[config.mk]
export PLATFORM = sky130hd
export DESIGN_NAME = load_store_unit_flat
export DESIGN_NICKNAME = d
export VERILOG_FILES = /design/src/rtl/load_store_unit_if.sv /design/src/rtl/load_store_unit.sv /design/src/flat_wrapper.sv
export SDC_FILE = /design/constraint.sdc
export NUM_CORES = 1
export LEC_CHECK = 0
export ABC_AREA = 1
export CORE_ASPECT_RATIO = 1.4
export CORE_UTILIZATION = 40
export CTS_CLUSTER_SIZE = 20
export DETAILED_ROUTE_END_ITERATION = 10
export GPL_TIMING_DRIVEN = 1
export HOLD_SLACK_MARGIN = 0.03
export PLACE_DENSITY = 0.82
export RECOVER_POWER = 25
export SLEW_MARGIN = 20
export SYNTH_ARGS = -nofsm -noshare
export SYNTH_HDL_FRONTEND = slang
export SYNTH_SLANG_ARGS = --single-unit
[constraint.sdc]
create_clock -name clk -period 3.51 [get_ports clk]
set_input_delay 0.8775 -clock clk [delete_from_list [all_inputs] [get_ports clk]]
set_output_delay 0.8775 -clock clk [all_outputs]
set_load 0.005 [all_outputs]
[src/rtl/load_store_unit_if.sv]
// Load/store unit bus: datapath request/result signals plus the data-memory port.
// The misaligned flag exists only when MISALIGN_TRAP_EN is defined.
// master: datapath + memory side; slave: the load/store unit.
interface load_store_unit_if #(
    parameter int unsigned WIDTH = 32
);
    localparam int unsigned LANES = WIDTH / 8;

    logic             start;
    logic             is_store;
    logic [2:0]       funct3;
    logic [WIDTH-1:0] addr;
    logic [WIDTH-1:0] store_data;
    logic             busy;
    logic             done;
    logic [WIDTH-1:0] load_data;
    logic [WIDTH-1:0] mem_address;
    logic             mem_read;
    logic             mem_write;
    logic [LANES-1:0] mem_byte_enable;
    logic [WIDTH-1:0] mem_wdata;
    logic [WIDTH-1:0] mem_rdata;
    logic             mem_resp;
`ifdef MISALIGN_TRAP_EN
    logic             misaligned;
`endif

    modport master (
`ifdef MISALIGN_TRAP_EN
        input  misaligned,
`endif
        output start, is_store, funct3, addr, store_data, mem_rdata, mem_resp,
        input  busy, done, load_data, mem_address, mem_read, mem_write,
               mem_byte_enable, mem_wdata
    );

    modport slave (
`ifdef MISALIGN_TRAP_EN
        output misaligned,
`endif
        input  start, is_store, funct3, addr, store_data, mem_rdata, mem_resp,
        output busy, done, load_data, mem_address, mem_read, mem_write,
               mem_byte_enable, mem_wdata
    );
endinterface

[src/rtl/load_store_unit.sv]
// Multicycle RV32I load/store sequencer: IDLE -> REQ -> DONE -> IDLE.
// Store data is lane-shifted with byte enables; load data is shifted down and extended.
// Optional feature macro: MISALIGN_TRAP_EN (misaligned h/w accesses skip memory and
// complete with the misaligned flag instead of issuing a truncated request).
module load_store_unit #(
    parameter int unsigned WIDTH = 32
) (
    input  logic               clk,
    input  logic               rst,
    load_store_unit_if.slave   bus
);
    localparam int unsigned LANES = WIDTH / 8;
    localparam int unsigned OFF_W = 2;

    typedef enum logic [1:0] {
        IDLE = 2'd0,
        REQ  = 2'd1,
        DONE = 2'd2
    } state_t;

    state_t             state_q, state_d;
    logic [OFF_W-1:0]   off_q, off_d;
    logic [2:0]         funct3_q, funct3_d;
    logic               is_store_q, is_store_d;
    logic               busy_q, busy_d;
    logic               done_q, done_d;
    logic               read_q, read_d;
    logic               write_q, write_d;
    logic [LANES-1:0]   be_q, be_d;
    logic [WIDTH-1:0]   address_q, address_d;
    logic [WIDTH-1:0]   wdata_q, wdata_d;
    logic [WIDTH-1:0]   load_data_q, load_data_d;
`ifdef MISALIGN_TRAP_EN
    logic               misaligned_q, misaligned_d;
    logic               misaligned_in;
`endif

    logic [OFF_W-1:0]   off_in;
    logic [LANES-1:0]   be_in;
    logic [WIDTH-1:0]   wdata_in;
    logic [WIDTH-1:0]   rdata_shifted;
    logic [WIDTH-1:0]   load_ext;

    assign off_in   = bus.addr[OFF_W-1:0];
    assign wdata_in = bus.store_data << {off_in, 3'b000};

    // Store lane enables from the incoming width code, truncated at the word edge
    always_comb begin
        be_in = '0;
        case (bus.funct3[1:0])
            2'b00:   be_in = LANES'(4'b0001 << off_in);
            2'b01:   be_in = LANES'(4'b0011 << off_in);
            default: be_in = LANES'(4'b1111);
        endcase
    end

`ifdef MISALIGN_TRAP_EN
    // Halfwords need an even address, words a word-aligned one
    always_comb begin
        misaligned_in = 1'b0;
        case (bus.funct3[1:0])
            2'b01:        misaligned_in = bus.addr[0];
            2'b10, 2'b11: misaligned_in = |bus.addr[1:0];
            default:      misaligned_in = 1'b0;
        endcase
    end
`endif

    assign rdata_shifted = bus.mem_rdata >> {off_q, 3'b000};

    // Extend the shifted read data according to the latched width code
    always_comb begin
        load_ext = rdata_shifted;
        case (funct3_q)
            3'b000:  load_ext = {{(WIDTH-8){rdata_shifted[7]}}, rdata_shifted[7:0]};
            3'b100:  load_ext = {{(WIDTH-8){1'b0}}, rdata_shifted[7:0]};
            3'b001:  load_ext = {{(WIDTH-16){rdata_shifted[15]}}, rdata_shifted[15:0]};
            3'b101:  load_ext = {{(WIDTH-16){1'b0}}, rdata_shifted[15:0]};
            default: load_ext = rdata_shifted;
        endcase
    end

    // Next-state and next-output logic; every output leaves a flop
    always_comb begin
        state_d     = state_q;
        off_d       = off_q;
        funct3_d    = funct3_q;
        is_store_d  = is_store_q;
        busy_d      = busy_q;
        done_d      = 1'b0;
        read_d      = read_q;
        write_d     = write_q;
        be_d        = be_q;
        address_d   = address_q;
        wdata_d     = wdata_q;
        load_data_d = load_data_q;
`ifdef MISALIGN_TRAP_EN
        misaligned_d = 1'b0;
`endif
        case (state_q)
            IDLE: begin
                if (bus.start) begin
                    off_d      = off_in;
                    funct3_d   = bus.funct3;
                    is_store_d = bus.is_store;
                    busy_d     = 1'b1;
                    address_d  = {bus.addr[WIDTH-1:OFF_W], {OFF_W{1'b0}}};
                    wdata_d    = wdata_in;
`ifdef MISALIGN_TRAP_EN
                    if (misaligned_in) begin
                        state_d      = DONE;
                        done_d       = 1'b1;
                        misaligned_d = 1'b1;
                    end else begin
                        state_d = REQ;
                        read_d  = !bus.is_store;
                        write_d = bus.is_store;
                        be_d    = bus.is_store ? be_in : '0;
                    end
`else
                    state_d = REQ;
                    read_d  = !bus.is_store;
                    write_d = bus.is_store;
                    be_d    = bus.is_store ? be_in : '0;
`endif
                end
            end
            REQ: begin
                if (bus.mem_resp) begin
                    state_d = DONE;
                    done_d  = 1'b1;
                    read_d  = 1'b0;
                    write_d = 1'b0;
                    be_d    = '0;
                    if (!is_store_q) begin
                        load_data_d = load_ext;
                    end
                end
            end
            DONE: begin
                state_d = IDLE;
                busy_d  = 1'b0;
            end
            default: begin
                state_d = IDLE;
                busy_d  = 1'b0;
                read_d  = 1'b0;
                write_d = 1'b0;
                be_d    = '0;
            end
        endcase
    end

    // State and output registers; async reset clears any outstanding request
    always_ff @(posedge clk or posedge rst) begin
        if (rst) begin
            state_q     <= IDLE;
            off_q       <= '0;
            funct3_q    <= '0;
            is_store_q  <= 1'b0;
            busy_q      <= 1'b0;
            done_q      <= 1'b0;
            read_q      <= 1'b0;
            write_q     <= 1'b0;
            be_q        <= '0;
            address_q   <= '0;
            wdata_q     <= '0;
            load_data_q <= '0;
`ifdef MISALIGN_TRAP_EN
            misaligned_q <= 1'b0;
`endif
        end else begin
            state_q     <= state_d;
            off_q       <= off_d;
            funct3_q    <= funct3_d;
            is_store_q  <= is_store_d;
            busy_q      <= busy_d;
            done_q      <= done_d;
            read_q      <= read_d;
            write_q     <= write_d;
            be_q        <= be_d;
            address_q   <= address_d;
            wdata_q     <= wdata_d;
            load_data_q <= load_data_d;
`ifdef MISALIGN_TRAP_EN
            misaligned_q <= misaligned_d;
`endif
        end
    end

    assign bus.busy            = busy_q;
    assign bus.done            = done_q;
    assign bus.load_data       = load_data_q;
    assign bus.mem_address     = address_q;
    assign bus.mem_read        = read_q;
    assign bus.mem_write       = write_q;
    assign bus.mem_byte_enable = be_q;
    assign bus.mem_wdata       = wdata_q;
`ifdef MISALIGN_TRAP_EN
    assign bus.misaligned      = misaligned_q;
`endif
endmodule
[src/flat_wrapper.sv]
// flat-port wrapper written by rule: the top's interface ports become plain ports
module load_store_unit_flat 
#(
    parameter int unsigned WIDTH = 32
)
  (clk, rst, bus_start, bus_is_store, bus_funct3, bus_addr, bus_store_data, bus_mem_rdata, bus_mem_resp, bus_busy, bus_done, bus_load_data, bus_mem_address, bus_mem_read, bus_mem_write, bus_mem_byte_enable, bus_mem_wdata);
  load_store_unit_if #(.WIDTH(WIDTH)) bus_i ();
  input  logic clk;
  input  logic rst;
  input wire logic [$bits(bus_i.start)-1:0] bus_start;
  input wire logic [$bits(bus_i.is_store)-1:0] bus_is_store;
  input wire logic [$bits(bus_i.funct3)-1:0] bus_funct3;
  input wire logic [$bits(bus_i.addr)-1:0] bus_addr;
  input wire logic [$bits(bus_i.store_data)-1:0] bus_store_data;
  input wire logic [$bits(bus_i.mem_rdata)-1:0] bus_mem_rdata;
  input wire logic [$bits(bus_i.mem_resp)-1:0] bus_mem_resp;
  output wire logic [$bits(bus_i.busy)-1:0] bus_busy;
  output wire logic [$bits(bus_i.done)-1:0] bus_done;
  output wire logic [$bits(bus_i.load_data)-1:0] bus_load_data;
  output wire logic [$bits(bus_i.mem_address)-1:0] bus_mem_address;
  output wire logic [$bits(bus_i.mem_read)-1:0] bus_mem_read;
  output wire logic [$bits(bus_i.mem_write)-1:0] bus_mem_write;
  output wire logic [$bits(bus_i.mem_byte_enable)-1:0] bus_mem_byte_enable;
  output wire logic [$bits(bus_i.mem_wdata)-1:0] bus_mem_wdata;
  assign bus_i.start = bus_start;
  assign bus_i.is_store = bus_is_store;
  assign bus_i.funct3 = bus_funct3;
  assign bus_i.addr = bus_addr;
  assign bus_i.store_data = bus_store_data;
  assign bus_i.mem_rdata = bus_mem_rdata;
  assign bus_i.mem_resp = bus_mem_resp;
  assign bus_busy = bus_i.busy;
  assign bus_done = bus_i.done;
  assign bus_load_data = bus_i.load_data;
  assign bus_mem_address = bus_i.mem_address;
  assign bus_mem_read = bus_i.mem_read;
  assign bus_mem_write = bus_i.mem_write;
  assign bus_mem_byte_enable = bus_i.mem_byte_enable;
  assign bus_mem_wdata = bus_i.mem_wdata;
  load_store_unit #(.WIDTH(WIDTH)) u_core (.clk(clk), .rst(rst), .bus(bus_i));
endmodule
Word level (Yosys, flattened, before mapping)

Cells that the tools add are included.

Flip-flop bits (word level): 110
Input port bits: 104
Word-level logic and storage cells: 54
Output and inout bits: 104

Bitwise logic cells: 3
Reduce and logical (&&, ||, !) cells: 9
Equal/unequal tests: 8
Muxes and demuxes: 18
Shift-type cells: 4

Operator list:

| cell                                                                   | count |
|---|---|
| 32-bit one-hot mux with 4 select lines                                 | 1 |
| 32-bit by 5-bit left shift with 32-bit output                          | 1 |
| 32-bit by 5-bit >> shifter with 32-bit output                          | 1 |
| 4-bit two-way mux                                                      | 3 |
| 4-bit one-hot mux with 3 select lines                                  | 1 |
| 4-bit one-hot mux with 2 select lines                                  | 1 |
| 3-bit equality test (second input constant)                            | 2 |
| 1-bit two-way mux                                                      | 6 |
| 1-bit one-hot mux with 3 select lines                                  | 2 |
| 2-bit AND reduction                                                    | 3 |
| 3-bit AND reduction                                                    | 2 |
| 2-bit by 1-bit equality test with 1-bit output (second input constant) | 2 |
| 2-bit zero test                                                        | 2 |
| 2-bit two-way mux                                                      | 2 |
| 2-bit != test (second input constant)                                  | 2 |
| 2-bit one-hot mux with 2 select lines                                  | 1 |
| 1-bit by 2-bit left shift with 4-bit output (first input constant)     | 1 |
| 2-bit by 2-bit left shift with 4-bit output (first input constant)     | 1 |
| 3-bit by 1-bit equality test with 1-bit output (second input constant) | 1 |
| 3-bit zero test                                                        | 1 |
| 1-bit inverter                                                         | 3 |
| 2-bit equality test (second input constant)                            | 1 |
| 1-bit one-hot mux with 2 select lines                                  | 1 |
| 1-bit zero test                                                        | 1 |

Logic depth before layout (Yosys ltp)

Word-level depth: 5
Mapped depth: 10
Gate-level depth less buffers: 8

Worst setup path after synthesis

No wires, ideal clock.

Path type: input -> register
Start point: input bus_addr[0]
End point: register u_core.wdata_q[21], in the netlist u_core.bus.mem_wdata[21]
Data required time: 3375 ps
Stages on the path: 6
Library setup time: 135 ps
Buffers on the path: 2
Arrival time: 1631 ps
Path slack: 1744 ps
Cell sequence: buf_4 > inv_2 > clkbuf_1 > or2_2 > o211ai_1 > o211ai_1

Cells in the longest elaborated chain, start to end: 1

RTL lines:

| element                                       | RTL line               | text |
|---|---|---|
| start, declared                               | flat_wrapper.sv:13     | `input wire logic [$bits(bus_i.addr)-1:0] bus_addr;` |
| 32-bit by 5-bit left shift with 32-bit output | load_store_unit.sv:45  | `assign wdata_in = bus.store_data << {off_in, 3'b000};` |
| end signal, assigned                          | load_store_unit.sv:183 | `wdata_q <= wdata_d;` |
| end, declared                                 | load_store_unit.sv:31  | `logic [WIDTH-1:0] wdata_q, wdata_d;` |

No other way between the ends.
A chain may end at the register's enable or synchronous reset.

Worst setup path after layout

Start point: input bus_start
End point: register u_core.wdata_q[17], in the netlist u_core.bus.mem_wdata[17]

Cells in the longest elaborated chain, start to end: 1

RTL lines:

| element                              | RTL line           | text |
|---|---|---|
| start, declared                      | flat_wrapper.sv:10 | `input wire logic [$bits(bus_i.start)-1:0] bus_start;` |
| 2-bit AND reduction (no source line) | n/a                |  |

No other way between the ends.

==> summary.md <==
• **run status** finished with violations
• **failing checks** max-capacitance violations, max-slew violations
• **cell depth of the worst min-delay path** 2
• **remaining design rule violation count** 0
• **via count** 5172
• **utilization after layout** 59.89%
• **remaining global-route overflow** 0
• **Yosys Warn Count** 0
• **Die Span Y** 139.2 microns
• **maximum clock frequency** 366.6 MHz
• **required time worst endpoint** 3.77 ns
• **dpl cell area** 0.007498 sq mm
• **clock latency on the worst-skew pair** 0.35 ns
• **number of DRC markers after the initial detailed-route iteration** 269
• **Post-synth EDFFs** 0
• **number of input and output port buffers inserted** 205
• **crit share post-route** 77.72%
• **power consumption** 5.639 mW
• **net count reported at finish** 968
• **share of post-route cells with drive strength above 1** 6.106%
• **final RePlAce weighted congestion** 0.8563
• **vias in the first global route** 4865
• **clock slew seen by the registers of the worst setup and hold paths** 0.07 ns
• **maximum buffer depth of the clock tree** 2
• **post-route clock skew** 0.005440 ns
• **total clock sinks** 110
• **count of different cell masters after synthesis** 29
• **leading area contributor after synthesis** dfrtp_1
• **top post-synthesis cells by count** nand2_1 (271), dfrtp_1 (110), nand3_1 (50)
• **max-slew headroom at the worst pin** -2.124%
• **time the final worst path needs with I/O delays and setup** 2.728 ns
• **DR WL/cell** 14.78 microns
• **average cell area after synthesis** 7.914 sq um
• **fill count** 1142
• **# setup viols final** 0
• **Post-Syn Area** 0.005381 sq mm
• **per-cell via count in the routed design** 4.945
• **Leak Pwr** 3.634 nW
• **drt first pass iters** 5
• **number of gates resized after CTS** 0
• **CTS tree** yes
• **count of final hold-check violations** 0
• **number of buffers created by CTS** 9
• **count leader, synth** nand2_1
• **number of buffers inserted for hold repair after clock tree synthesis** 0
• **number of nets with antenna violations after detailed routing** 0
• **primary flip-flop cell chosen by synthesis mapping** dfrtp_1
• **global-route wire length before repair** 24.46 mm
• **FP Rows** 49
• **Antenna diodes** 0
• **total setup buffers inserted after CTS** 0
• **number of flip-flops and latches in the synthesized netlist** 110
• **Cell Pwr Density** 724.4 mW/mm^2
• **layout-stage area growth over the synthesis result** 44.64%
• **kind of launch point of the worst setup path** primary input
• **number of top-level pins** 208
• **hold crit path type** reg2reg
• **slew at the pin closest to its max-slew limit** 1.532 ns
• **fraction of the yosys area taken by sequential cells** 51.15%
• **overall die area** 0.01393 sq mm
• **Crit. End Element** flip-flop
• **Max Cap Violations** 1
• **die width** 100.0 microns
• **CTS H-tree lvls** 3
• **leading cell types by total area after synthesis** dfrtp_1 (51%), nand2_1 (19%), o211ai_1 (4.9%)
• **share of Yosys cell area claimed by the top area cell type** 51.15%
• **cell count after synthesis** 680
• **share of flip-flops with an asynchronous set or reset after synthesis** 100.0%
• **Finished Cell Area** 0.007784 sq mm
• **Core Region** 0.01300 sq mm
• **detailed-placement wirelength estimate** 10.84 mm
• **depth of the worst register-to-register path** 6
• **number of antenna violations at the first check in global routing** 0
• **total negative slack for setup checks** 0 ns
• **Arr. time, crit path** 2.99 ns
• **Initial Util** 41.40%
• **GR Util All Layers** 22.51%
• **maximum fanout along the worst path** 29
• **Final Max Slew Viols** 111
• **largest net degree at the start of global routing** 111
• **setup repair after global routing missed its margin** no
• **Max rail drop VDD** 0.3704 mV
• **root buffer cell** clkbuf_16
• **overall routed net length** 15.46 mm
• **worst setup path category** in2reg
-- power by group --
group,switching [mW],internal [mW]
Sequential,0.338,1.78
Combinational,1.12,1.34
Clock,0.483,0.580
-- final timing paths --
path                                             from  slack [ns]                          to
setup reg to reg                    u_core.state_q[0]        1.25    u_core.bus.mem_wdata[17]
hold reg to reg            u_core.bus.mem_address[24]        0.48  u_core.bus.mem_address[24]
setup / recovery                            bus_start        0.78    u_core.bus.mem_wdata[17]
min in group asynchronous                         rst        1.57   u_core.bus.mem_address[5]
hold / removal             u_core.bus.mem_address[24]        0.48  u_core.bus.mem_address[24]
max in group asynchronous                         rst        0.96    u_core.bus.load_data[26]
-- placed cells by master (no fill, tap or decap), drive strengths merged --
cell type      instances
conb                   2
or2                   36
buf                    6
nor3                   1
clkinv                 1
nor2                  48
a22o                   4
clkbuf                11
nand2                277
o21ai                 27
clkinvlp               2
dfrtp                110
inv                   38
o211ai                35
a31oi                  1
clkdlybuf4s50        203
nand3                 50
dlygate4sd3            2
a21oi                 12
bufinv                 1
nand4                  1
-- stage by stage --
| step | cells | hold slack [ns] | worst slack (ns) |
|---|---|---|---|
| 2_1_floorplan | 681 | 0.4508 | 1.303 |
| 3_3_place_gp | 1031 | 0.4613 | 0.8180 |
| 3_5_place_dp | 1031 | 0.4637 | 0.7878 |
| 4_1_cts | 1046 | 0.4833 | 1.156 |
| 5_1_grt | 1046 | 0.5038 | 0.5995 |
| 6_report | 1046 | 0.4791 | 0.7821 |
-- area by class of cell --
class | instances | area, sq um | area share [%]
multi-input combinational | 494 | 2253 | 28.95
clock buffer | 10 | 239.0 | 3.070
timing repair buffer | 212 | 2105 | 27.04
clock inverter | 5 | 66.31 | 0.8520
tap | 178 | 222.7 | 2.861
inverter | 37 | 145.1 | 1.865
sequential | 110 | 2753 | 35.36
-- cells by family (layout without fill, tap and decap cells) --
group,count (synthesis),after routing,share of synthesized area (%)
other,1,2,0.06968
AOI/OAI and AO/OA,79,79,9.277
buffers and inverters,77,264,6.905
and+or+nand+nor,413,413,32.60
DFF,110,110,51.15
-- per-layer routing --
layer  vias to the layer above  global-route usage [%]  part of all wire [%]  routed length [microns]
li1                       2523                       -                     -                        -
met1                      2389                   28.51                    41                     6285
met2                       221                   37.28                    49                     7618
met3                        39                   3.968                   6.2                      961
met4                         0                   10.30                   3.8                      591
met5                         -                       0                     0                        0
-- registers in the layout, indices dropped and copies added, names as in the netlist --
name / count
u_core.bus.busy: 1
u_core.bus.done: 1
u_core.bus.load_data: 32
u_core.bus.mem_address: 30
u_core.bus.mem_byte_enable: 4
u_core.bus.mem_read: 1
u_core.bus.mem_wdata: 32
u_core.bus.mem_write: 1
u_core.funct3_q: 3
u_core.is_store_q: 1
u_core.off_q: 2
u_core.state_q: 2
-- worst max-delay path: stages --
cell and delay (ns):
clkdlybuf4s50_1 0.46, nand2_1 0.55, buf_4 0.45, nor2_4 0.16, inv_1 0.23, o211ai_1 0.25
Note: power is estimated with default switching activity, not from simulation.
